<file path="src/rtl/dot_product_engine.sv">
// Sequential 16-element dot product of 2-bit signed weights and 8-bit unsigned
// activations, one element per clock, with ReLU/saturating 8-bit output.
module dot_product_engine #(
    parameter int OUT_SHIFT = 0
) (
    input  logic         clk,
    input  logic         rst_n,
    input  logic         start,
    input  logic         abort,
    input  logic [31:0]  weights,
    input  logic [127:0] data,
    output logic         busy,
    output logic         done,
    output logic [7:0]   result
);

    // state | meaning
    // IDLE  | waiting for start; operands not captured
    // RUN   | one element accumulated per edge, idx 0..15
    // DONE  | one-cycle result-valid pulse, then back to IDLE
    typedef enum logic [1:0] {
        IDLE = 2'd0,
        RUN  = 2'd1,
        DONE = 2'd2
    } state_t;

    state_t              state_q, state_d;
    logic [31:0]         weights_q, weights_d;
    logic [127:0]        data_q, data_d;
    logic signed [13:0]  acc_q, acc_d;
    logic [3:0]          idx_q, idx_d;
    logic [7:0]          result_q, result_d;

    logic [7:0]          d_cur;
    logic [1:0]          w_cur;
    logic signed [9:0]   d_ext;
    logic signed [9:0]   w_ext;
    logic signed [9:0]   prod;
    logic signed [13:0]  sum;
    logic signed [13:0]  shifted;
    logic [7:0]          clamped;

    always_comb begin
        d_cur   = data_q[{idx_q, 3'b000} +: 8];
        w_cur   = weights_q[{idx_q, 1'b0} +: 2];
        d_ext   = {2'b00, d_cur};
        w_ext   = {{8{w_cur[1]}}, w_cur};
        // |prod| <= 510, so the 10-bit product is exact
        prod    = d_ext * w_ext;
        sum     = acc_q + {{4{prod[9]}}, prod};
        shifted = sum >>> OUT_SHIFT;
        if (shifted[13]) begin
            clamped = 8'd0;
        end else if (shifted > 14'sd255) begin
            clamped = 8'hFF;
        end else begin
            clamped = shifted[7:0];
        end
    end

    always_comb begin
        state_d   = state_q;
        weights_d = weights_q;
        data_d    = data_q;
        acc_d     = acc_q;
        idx_d     = idx_q;
        result_d  = result_q;
        unique case (state_q)
            IDLE: begin
                if (start) begin
                    weights_d = weights;
                    data_d    = data;
                    acc_d     = '0;
                    idx_d     = '0;
                    state_d   = RUN;
                end
            end
            RUN: begin
                // abort wins even on the final element
                if (abort) begin
                    state_d = IDLE;
                end else begin
                    acc_d = sum;
                    idx_d = idx_q + 4'd1;
                    if (idx_q == 4'd15) begin
                        result_d = clamped;
                        state_d  = DONE;
                    end
                end
            end
            DONE: begin
                state_d = IDLE;
            end
            default: begin
                state_d = IDLE;
            end
        endcase
    end

    always_ff @(posedge clk or negedge rst_n) begin
        if (!rst_n) begin
            state_q   <= IDLE;
            weights_q <= '0;
            data_q    <= '0;
            acc_q     <= '0;
            idx_q     <= '0;
            result_q  <= '0;
        end else begin
            state_q   <= state_d;
            weights_q <= weights_d;
            data_q    <= data_d;
            acc_q     <= acc_d;
            idx_q     <= idx_d;
            result_q  <= result_d;
        end
    end

    assign busy   = (state_q == RUN);
    assign done   = (state_q == DONE);
    assign result = result_q;

endmodule
</file>
<file path="config.mk">
export PLATFORM = sky130hd
export DESIGN_NAME = dot_product_engine
export DESIGN_NICKNAME = d
export VERILOG_FILES = /design/src/rtl/dot_product_engine.sv
export SDC_FILE = /design/constraint.sdc
export NUM_CORES = 1
export LEC_CHECK = 0
export ABC_CLOCK_PERIOD_IN_PS = 6500
export CORE_MARGIN = 5
export CORE_UTILIZATION = 35
export CTS_BUF_LIST = sky130_fd_sc_hd__clkbuf_16
export DETAILED_ROUTE_END_ITERATION = 6
export PLACE_DENSITY_LB_ADDON = 0.05
export SLEW_MARGIN = 10
export SYNTH_ARGS = -nofsm -noshare
export SYNTH_HDL_FRONTEND = slang
export SYNTH_SLANG_ARGS = --single-unit
export TNS_END_PERCENT = 50
</file>
<file path="constraint.sdc">
create_clock -name clk -period 6.5 [get_ports clk]
set_clock_uncertainty 0.05 [all_clocks]
set_input_delay 1.3 -clock clk [delete_from_list [all_inputs] [get_ports clk]]
set_output_delay 1.3 -clock clk [all_outputs]
set_load 0.02 [all_outputs]
</file>
## Word-level counts from Yosys, hierarchy flattened

Index checks and enable logic that the tools add are counted.

- Add/sub/neg operators: 2
- Multipliers: 1
- Magnitude comparators: 1
- Equal/unequal tests: 6
- Shift-type cells: 2
- Multiplexer cells: 12
- Bitwise operators: 1
- Reductions and logical operators: 6

Operator list:

| cell | count |
|---|---|
| $shiftx A128 B8 Y8 | 1 |
| $shiftx A32 B6 Y2 | 1 |
| $mux W14 | 2 |
| $pmux W14 S2 | 1 |
| $mux W8 | 2 |
| $add A14 B14 Y14 | 1 |
| $gt A14 B9 Y1 const B | 1 |
| $mul A9 B2 Y10 | 1 |
| $mux W4 | 2 |
| $pmux W4 S2 | 1 |
| $mux W2 | 3 |
| $reduce_and A3 Y1 | 2 |
| $add A4 B1 Y4 const B | 1 |
| $eq A4 B4 Y1 const B | 1 |
| $ne A2 B2 Y1 const B | 2 |
| $pmux W2 S2 | 1 |
| $reduce_and A2 Y1 | 2 |
| $ne A3 B2 Y1 const B | 1 |
| $eq A2 B1 Y1 const B | 1 |
| $eq A2 B2 Y1 const B | 1 |
| $logic_not A2 Y1 | 1 |
| $reduce_bool A2 Y1 | 1 |
| $not A1 Y1 | 1 |

- Flip-flop bits (word level): 188
- Output and inout port bits: 10

## Depth between registers and ports, before layout

Gate-level depths: netlist of the first run.

- Word-level depth: 6
- Depth in mapped cells: 27
- Depth with buffers taken out: 25

## Worst setup path after synthesis of the first run

No wires, ideal clock.

- Path type: register to register
- Start point: register idx_q[0]
- End point: register result_q[0], in the netlist result[0]
- Data arrival time: 5.977 ns
- Data required time: 6.327 ns
- Path slack: 0.350 ns
- Cell stages (with the launch flop): 26
- Period minus slack after synthesis: 6.150 ns
- Cells stage by stage: dfrtp_1 buf_6 clkbuf_1 mux4_2 mux4_2 or2_2 fa_1 inv_1 ha_1 inv_1 fa_1 nor2_1 o21ai_0 nor2b_1 o21bai_1 a21oi_1 xnor2_1 ha_1 or2_2 o211a_1 a21o_1 a21oi_1 xnor2_1 or4_1 clkbuf_1 o221a_1

- Cells in the longest elaborated chain, start to end: 6
- Elaborated cells on any way between the ends: 9
- Classes of those cells: add/sub: 1; mul: 1; order compare: 1; eq/ne: 1; shift: 2; mux: 2; reduce/logical: 1

Ends and longest elaborated chain:

| element | line | text |
|---|---|---|
| from (decl) | 31 | `logic [3:0] idx_q, idx_d;` |
| from (signal assigned) | 113 | `idx_q <= idx_d;` |
| $shiftx A128 B8 Y8 or $shiftx A32 B6 Y2 (tied branches) | 44, 45 |  |
| $mul A9 B2 Y10 | 49 | `prod = d_ext * w_ext;` |
| $add A14 B14 Y14 | 50 | `sum = acc_q + {{4{prod[9]}}, prod};` |
| $gt A14 B9 Y1 | 54 | `end else if (shifted > 14'sd255) begin` |
| $mux W8 | 54 |  |
| $mux W8 | 52 | `if (shifted[13]) begin` |
| to (signal assigned) | 114 | `result_q <= result_d;` |
| to (decl) | 32 | `logic [7:0] result_q, result_d;` |

Parallel ways exist; a longest one is shown, timed or not.
A chain may end at the register's enable or synchronous reset.

## Worst setup path after layout of the first run

- Start point: register idx_q[0]
- End point: register result_q[1], in the netlist result[1]

The elaborated chain is that of the path after synthesis.

==> results of run 1 <==
timing repair:
action                                  in CTS  in global routing
endpoints found under the setup margin       0                  8
buffers inserted                             0                  1
hold endpoints to repair                     0                  0
cells in the final DEF (no fill, tap or decap), types with 6 or more instances in the layout:
cell,instances
mux2_2,161
ha_1,27
a21oi_1,13
nor2_1,24
mux4_2,49
xnor2_1,13
a22o_1,11
buf_4,13
clkbuf_16,18
inv_1,15
clkdlybuf4s50_1,172
nor2b_1,6
dfrtp_1,186
and2_1,7
o221a_1,8
nand2_1,11
o21ai_0,10
registers in the layout (all words and copies together), names as in the netlist:
signal	count
weights_q	32
data_q	128
acc_q	14
state_q	2
idx_q	4
result	8
layout make-up:
| class | instances | area [um2] |
|---|---|---|
| multi-input combinational | 386 | 4295 |
| tap | 335 | 419.2 |
| sequential | 188 | 4710 |
| inverter | 15 | 56.30 |
| fill | 2331 | 14040 |
| clock inverter | 15 | 176.4 |
| clock buffer | 17 | 425.4 |
| timing repair buffer | 187 | 1858 |
layer usage:
layer | up-vias | track usage (%) | part of all wire (%)
met3 | 24 | 4.801 | 5.8
li1 | 2661 | - | -
met2 | 134 | 27.24 | 51
met4 | 8 | 4.306 | 1.4
met5 | - | 0 | 0.26
met1 | 2969 | 20.29 | 42
report_power, final:
group	internal (mW)	total, mW	leakage [nW]	switching [mW]
clock network	0.552	1.06	0.296	0.509
registers	1.43	1.59	2.24	0.160
logic	1.12	2.21	2.32	1.10
worst max path at each step:
stage | startpoint | end | slack (ns) | cells past startpoint
floorplan | idx_q[0] | result[0] | 0.35 | 25
CTS | idx_q[0] | result[5] | 0.14 | 20
finish | idx_q[0] | result[1] | 0.29 | 20
detailed placement | idx_q[0] | result[1] | 0.17 | 20
global placement | idx_q[0] | result[5] | 0.34 | 21
global route | idx_q[0] | result[5] | 0.008 | 21
synthesized netlist by cell type, drive strengths merged (3+ instances only):
cell type,count,share of area [%]
nand3,4,0.22
and2,7,0.48
fa,3,0.65
ha,27,3.7
buf,3,0.22
o221a,8,0.98
clkbuf,32,1.3
dfrtp,188,51
mux4,49,12
xnor2,13,1.2
nand2,12,0.52
o21ai,11,0.72
nor2,25,1.0
a22o,11,1.0
nor2b,6,0.41
a21oi,13,0.71
a21o,4,0.33
inv,15,0.61
o21a,3,0.25
mux2,162,20
xor2,5,0.56
cells by family after synthesis:
| group | share of synthesized area [%] |
|---|---|
| adders and majority gates | 4.330 |
| buffers and inverters | 2.138 |
| AOI/OAI and AO/OA | 4.725 |
| muxes | 32.01 |
| xor gates and xnor gates | 2.042 |
| and+or+nand+nor | 3.554 |
| DFF | 51.20 |
==> summary.md, run 1 <==
## Timing
- **Rel. slew slack** 19.17%
- **Final period util** 95.54%
- **smallest hold slack** 0.4558 ns
- **setup slack of the critical path after layout** 0.2897 ns
- **Slew @ Worst Pin** 1.212 ns
- **Max Transition Viols Final** 0
- **min Tclk post-route** 6.210 ns
- **# setup viols final** 0
- **unrepaired setup endpoints after global routing** false
- **hold violation total from the final report** 0
- **post-route setup TNS** 0 ns
- **maximum operating frequency** 0.1610 GHz

## Placement
- **number of placed instances with taps included** 1110
- **Buffers on Ports** 173
- **total cell area at the placement stage** 0.01131 mm2
- **HPWL Detailed** 17.35 mm
- **post-place setup slack** 0.1676 ns
- **global placer's final weighted congestion** 0.8528

## Worst setup path
- **reg-to-reg startpoint** idx_q[0]
- **Startpoint Class** register
- **crit path cell chain** clkbuf_16, mux4_2, mux4_2, and2_1, ha_1, ha_1, a21oi_1, o21ai_0, a21oi_1, a21oi_1, xor2_2, inv_1, ha_1, a21oi_1, a21oi_1, a211o_1, a21oi_1, xnor2_1, or4_1, o221a_1
- **terminus of the critical flop-to-flop path** result[1]
- **largest driver fanout on the critical path** 13
- **Crit path buffers/inverters** 2
- **Top delay family on crit path** compound AO/OA/AOI/OAI gates
- **Reg2Reg Setup Slack** 0.29 ns
- **kind of capture point of the worst setup path** register
- **critical path start-end classification** reg -> reg
- **critical path data arrival time** 6.48 ns
- **cell at the slowest stage of the critical path** or4_1
- **Most common cell on crit path** a21oi_1
- **required time of the critical path** 6.77 ns
- **CP max stage delay** 0.69 ns
- **depth of the worst register-to-register path** 20

## GRT
- **pin count of the biggest net entering global routing** 96
- **aggregate global-route resource usage** 16.11%
- **via count of the first global-routing pass** 6484
- **number of antenna violations at the first check in global routing** 4
- **grt total ovfl** 0
- **first-pass GRT wire length** 36.27 mm

## Hold path
- **Hold Path End** data_q[75]
- **Worst Min Path Start** data_q[75]
- **Tightest Hold Check Type** reg -> reg
- **Hold Path Stages** 1

## Synth
- **Post-synth EDFFs** 0
- **syn avg cell area** 14.73 um2
- **number of distinct library cells after synthesis** 45
- **synthesized net count** 818
- **synthesized area** 0.009189 mm2
- **number of standard cells after synthesis** 624
- **share of synthesized area occupied by flip-flops and latches** 51.20%
- **flip-flop and latch count after synthesis** 188
- **number of warnings reported in the yosys synthesis log** 0
- **Synth async-reset ratio** 100.0%
- **most used flip-flop cell after synthesis** dfrtp_1

## Clock tree
- **clock slew at reported path FFs** 0.08 ns
- **CTS Hold Buffers Added** 0
- **Clk Latency, worst-skew pair** 0.44 ns
- **buffer levels on the longest clock path** 2
- **number of buffers inserted during clock tree synthesis** 17
- **clock sinks** 188
- **Resize count post-CTS** 0
- **clock tree from TritonCTS** yes
- **depth of the CTS H-tree** 4
- **library cell used as clock root buffer** clkbuf_16

## Route
- **wire per inst** 20.45 um
- **count of TritonRoute iterations in the first routing pass** 4
- **average via count per standard cell** 5.071
- **Iter 0 DRT Violations** 278
- **number of vias after detailed routing** 5796
- **number of antenna-violating nets in the routed design** 0
- **sum of routed wire length over all layers** 23.38 mm
- **total DRC errors in the routed layout** 0

## Pwr
- **VDD IR max** 0.2164 mV
- **power per cell area** 407.7 mW/mm2
- **static leakage** 4.856 nW
- **total power after layout** 4.868 mW

## Final layout
- **final core area utilization** 45.95%
- **ratio of cells with drive above 1 in the final layout** 32.92%
- **Final Net Count** 989
- **number of diodes** 0
- **count of placed standard cells in the final layout, fillers left out** 1143
- **Finished Cell Area** 0.01194 mm2
- **Area growth, synth to finish** 29.94%

## Die
- **Chip Width** 172.0 um
- **die area** 0.02959 mm2
- **floorplan die height** 172.0 um
- **starting utilization of the core area** 35.36%
- **number of top-level design ports** 174
- **total number of placement rows** 59
- **placeable core region** 0.02598 mm2

## Outcome
- **status** completed

## Run
- **max-capacitance violation count** 0

(Power assumes the default switching activity.)
==> inputs of run 2 (changes only) <==
--- a/config.mk
+++ b/config.mk
@@ -9,3 +9,3 @@
 export CORE_MARGIN = 5
-export CORE_UTILIZATION = 35
+export CORE_UTILIZATION = 48
 export CTS_BUF_LIST = sky130_fd_sc_hd__clkbuf_16
--- a/constraint.sdc
+++ b/constraint.sdc
@@ -4,2 +4,2 @@
 set_output_delay 1.3 -clock clk [all_outputs]
-set_load 0.02 [all_outputs]
+set_load 0.05 [all_outputs]
==> summary.md, run 2 (synthesis gave the netlist of run 1 again) <==
## Outcome
- **status** completed

## Clock tree
- **Clk Latency, worst-skew pair** 0.43 ns, about the same
- **depth of the CTS H-tree** 4, unchanged
- **buffer levels on the longest clock path** 2, unchanged
- **clock tree from TritonCTS** yes
- **clock slew at reported path FFs** 0.07 ns, about the same
- **number of buffers inserted during clock tree synthesis** 17, unchanged
- **Resize count post-CTS** 0, unchanged
- **library cell used as clock root buffer** clkbuf_16
- **clock sinks** 188, unchanged
- **Post-CTS Setup Inserts** 0, unchanged
- **CTS Hold Buffers Added** 0, unchanged

## Worst setup path
- **critical path start-end classification** reg -> reg
- **Top delay family on crit path** compound AO/OA/AOI/OAI gates
- **critical path data arrival time** 6.35 ns, -0.13 ns
- **crit path cell chain** buf_4, mux4_2, mux4_2, and2_1, ha_1, ha_1, a21oi_1, o21ai_0, a21oi_1, a21oi_1, xor2_2, inv_1, ha_1, a21oi_1, a21oi_1, a211o_1, a21oi_1, xnor2_1, or4_1, o221a_1
- **cell at the slowest stage of the critical path** dfrtp_2
- **kind of capture point of the worst setup path** register
- **largest driver fanout on the critical path** 18, +5
- **required time of the critical path** 6.76 ns, about the same
- **CP max stage delay** 0.70 ns, about the same
- **Startpoint Class** register
- **Most common cell on crit path** a21oi_1
- **Crit path buffers/inverters** 2, unchanged

## GRT
- **aggregate global-route resource usage** 19.84%, +3.7 points
- **via count of the first global-routing pass** 6308, -2.7%
- **first-pass GRT wire length** 33.78 mm, -6.8%
- **grt total ovfl** 0, unchanged
- **number of antenna violations at the first check in global routing** 1, -3
- **pin count of the biggest net entering global routing** 165, +72%

## Timing
- **setup slack of the critical path after layout** 0.4103 ns, +0.1206 ns
- **hold violation total from the final report** 0, unchanged
- **Final period util** 93.69%, -1.9 points
- **# setup viols final** 0, unchanged
- **unrepaired setup endpoints after global routing** false
- **Rel. slew slack** 31.42%, +12 points
- **Max Transition Viols Final** 0, unchanged
- **Slew @ Worst Pin** 1.029 ns, -0.1838 ns
- **post-route setup TNS** 0 ns, unchanged
- **maximum operating frequency** 0.1642 GHz, +2.0%
- **min Tclk post-route** 6.090 ns, -0.1206 ns

## Die
- **starting utilization of the core area** 48.96%, +14 points
- **placeable core region** 0.01877 mm2, -28%
- **floorplan die height** 148.4 um, -14%
- **total number of placement rows** 50, -15%
- **Chip Width** 148.4 um, -14%
- **number of top-level design ports** 174, unchanged
- **die area** 0.02201 mm2, -26%

## Placement
- **Buffers on Ports** 173, unchanged
- **post-place setup slack** 0.3344 ns, +0.1668 ns
- **global placer's final weighted congestion** 0.8794, +3.1%
- **HPWL Detailed** 15.63 mm, -9.9%

## Final layout
- **leading registers by flop count** data_q: 128 flops, weights_q: 32 flops, acc_q: 14 flops
- **Fill cells** 1415, -39%
- **commonest non-fill, non-tap cells in the layout** 186 x dfrtp_1, 172 x clkdlybuf4s50_1, 161 x mux2_2
- **Final Net Count** 991, +0.20%
- **final core area utilization** 63.02%, +17 points
- **max reg flops** 128, unchanged
- **Area growth, synth to finish** 28.72%
- **leading cell type in the layout, fill and taps excluded** dfrtp_1
- **register containing the most flip-flops in the final layout** data_q
- **ratio of cells with drive above 1 in the final layout** 33.09%, +0.17 points
- **number of diodes** 0, unchanged

## Route
- **total DRC errors in the routed layout** 0, unchanged
- **average via count per standard cell** 5.537, +9.2%
- **count of TritonRoute iterations in the first routing pass** 4, unchanged
- **number of vias after detailed routing** 5781, -0.26%
- **wire per inst** 20.14 um, -1.6%
- **number of antenna-violating nets in the routed design** 0, unchanged
- **sum of routed wire length over all layers** 21.02 mm, -10%
- **Iter 0 DRT Violations** 266, -4.3%

## Run
- **max-capacitance violation count** 0, unchanged

## Pwr
- **power per cell area** 405.4 mW/mm2, -0.58%
- **static leakage** 4.863 nW, +0.14%
- **VDD IR max** 0.2100 mV, -3.0%

## Hold path
- **Tightest Hold Check Type** reg -> reg

[run 2: cell types whose count changed in the layout (fill, tap and decap cells not counted)]
| cell | change |
|---|---|
| buf_12 | +2 |
| buf_4 | +1 |
| buf_6 | +1 |
| clkbuf_16 | -1 |
| clkbuf_8 | -1 |
| clkinv_2 | -1 |
| clkinv_8 | -1 |
| inv_6 | +3 |
| inv_8 | -1 |
[run 2: where the power goes]
part / switching (mW) / total, mW / internal [mW]
Sequential: 0.166 / 1.60 / 1.43
Clock: 0.493 / 1.04 / 0.550
Combinational: 1.03 / 2.15 / 1.12
Total: 1.69 / 4.79 / 3.11
[run 2: area by class of cell]
| class | instances | area (um2) | area share [%] |
|---|---|---|---|
| tap | 234 | 292.8 | 2.475 |
| sequential | 188 | 4710 | 39.82 |
| inverter | 15 | 56.30 | 0.4760 |
| clock buffer | 17 | 425.4 | 3.597 |
| multi-input combinational | 386 | 4295 | 36.32 |
| clock inverter | 15 | 170.2 | 1.439 |
| timing repair buffer | 189 | 1878 | 15.88 |
[run 2: worst paths after layout]
kind	start	end	slack, ns	cells past startpoint
setup / recovery	idx_q[1]	result[1]	0.41	20
hold / removal	acc_q[7]	acc_q[7]	0.45	2
setup reg to reg	idx_q[1]	result[1]	0.41	20
hold reg to reg	acc_q[7]	acc_q[7]	0.45	2
max in group asynchronous	rst_n	idx_q[0]	4.26	2
min in group asynchronous	rst_n	weights_q[0]	0.96	1
[run 2: tightest hold or removal path, delay by kind of cell, from the launching register on]
| family | cells | cell delay, ns |
|---|---|---|
| compound gates | 1 | 0.07 |
| simple gates | 1 | 0.05 |
| flops | 1 | 0.35 |
[run 2: metal layers]
layer | GRT usage (%) | wire length [um]
met5 | 0 | 16
met4 | 5.266 | 300
met3 | 5.027 | 985
met2 | 34.32 | 10990
met1 | 25.03 | 8725
[run 2: through the flow]
| stage | hold WS, ns | area (um2) | power [mW] | cells |
|---|---|---|---|---|
| 2_1_floorplan | 0.4063 | 9189 | 3.163 | 624 |
| 3_3_place_gp | 0.4291 | 11180 | 3.704 | 1006 |
| 3_5_place_dp | 0.4348 | 11180 | 3.762 | 1006 |
| 4_1_cts | 0.4533 | 11780 | 4.824 | 1038 |
| 5_1_grt | 0.4657 | 11830 | 5.122 | 1044 |
| 6_report | 0.4521 | 11830 | 4.794 | 1044 |
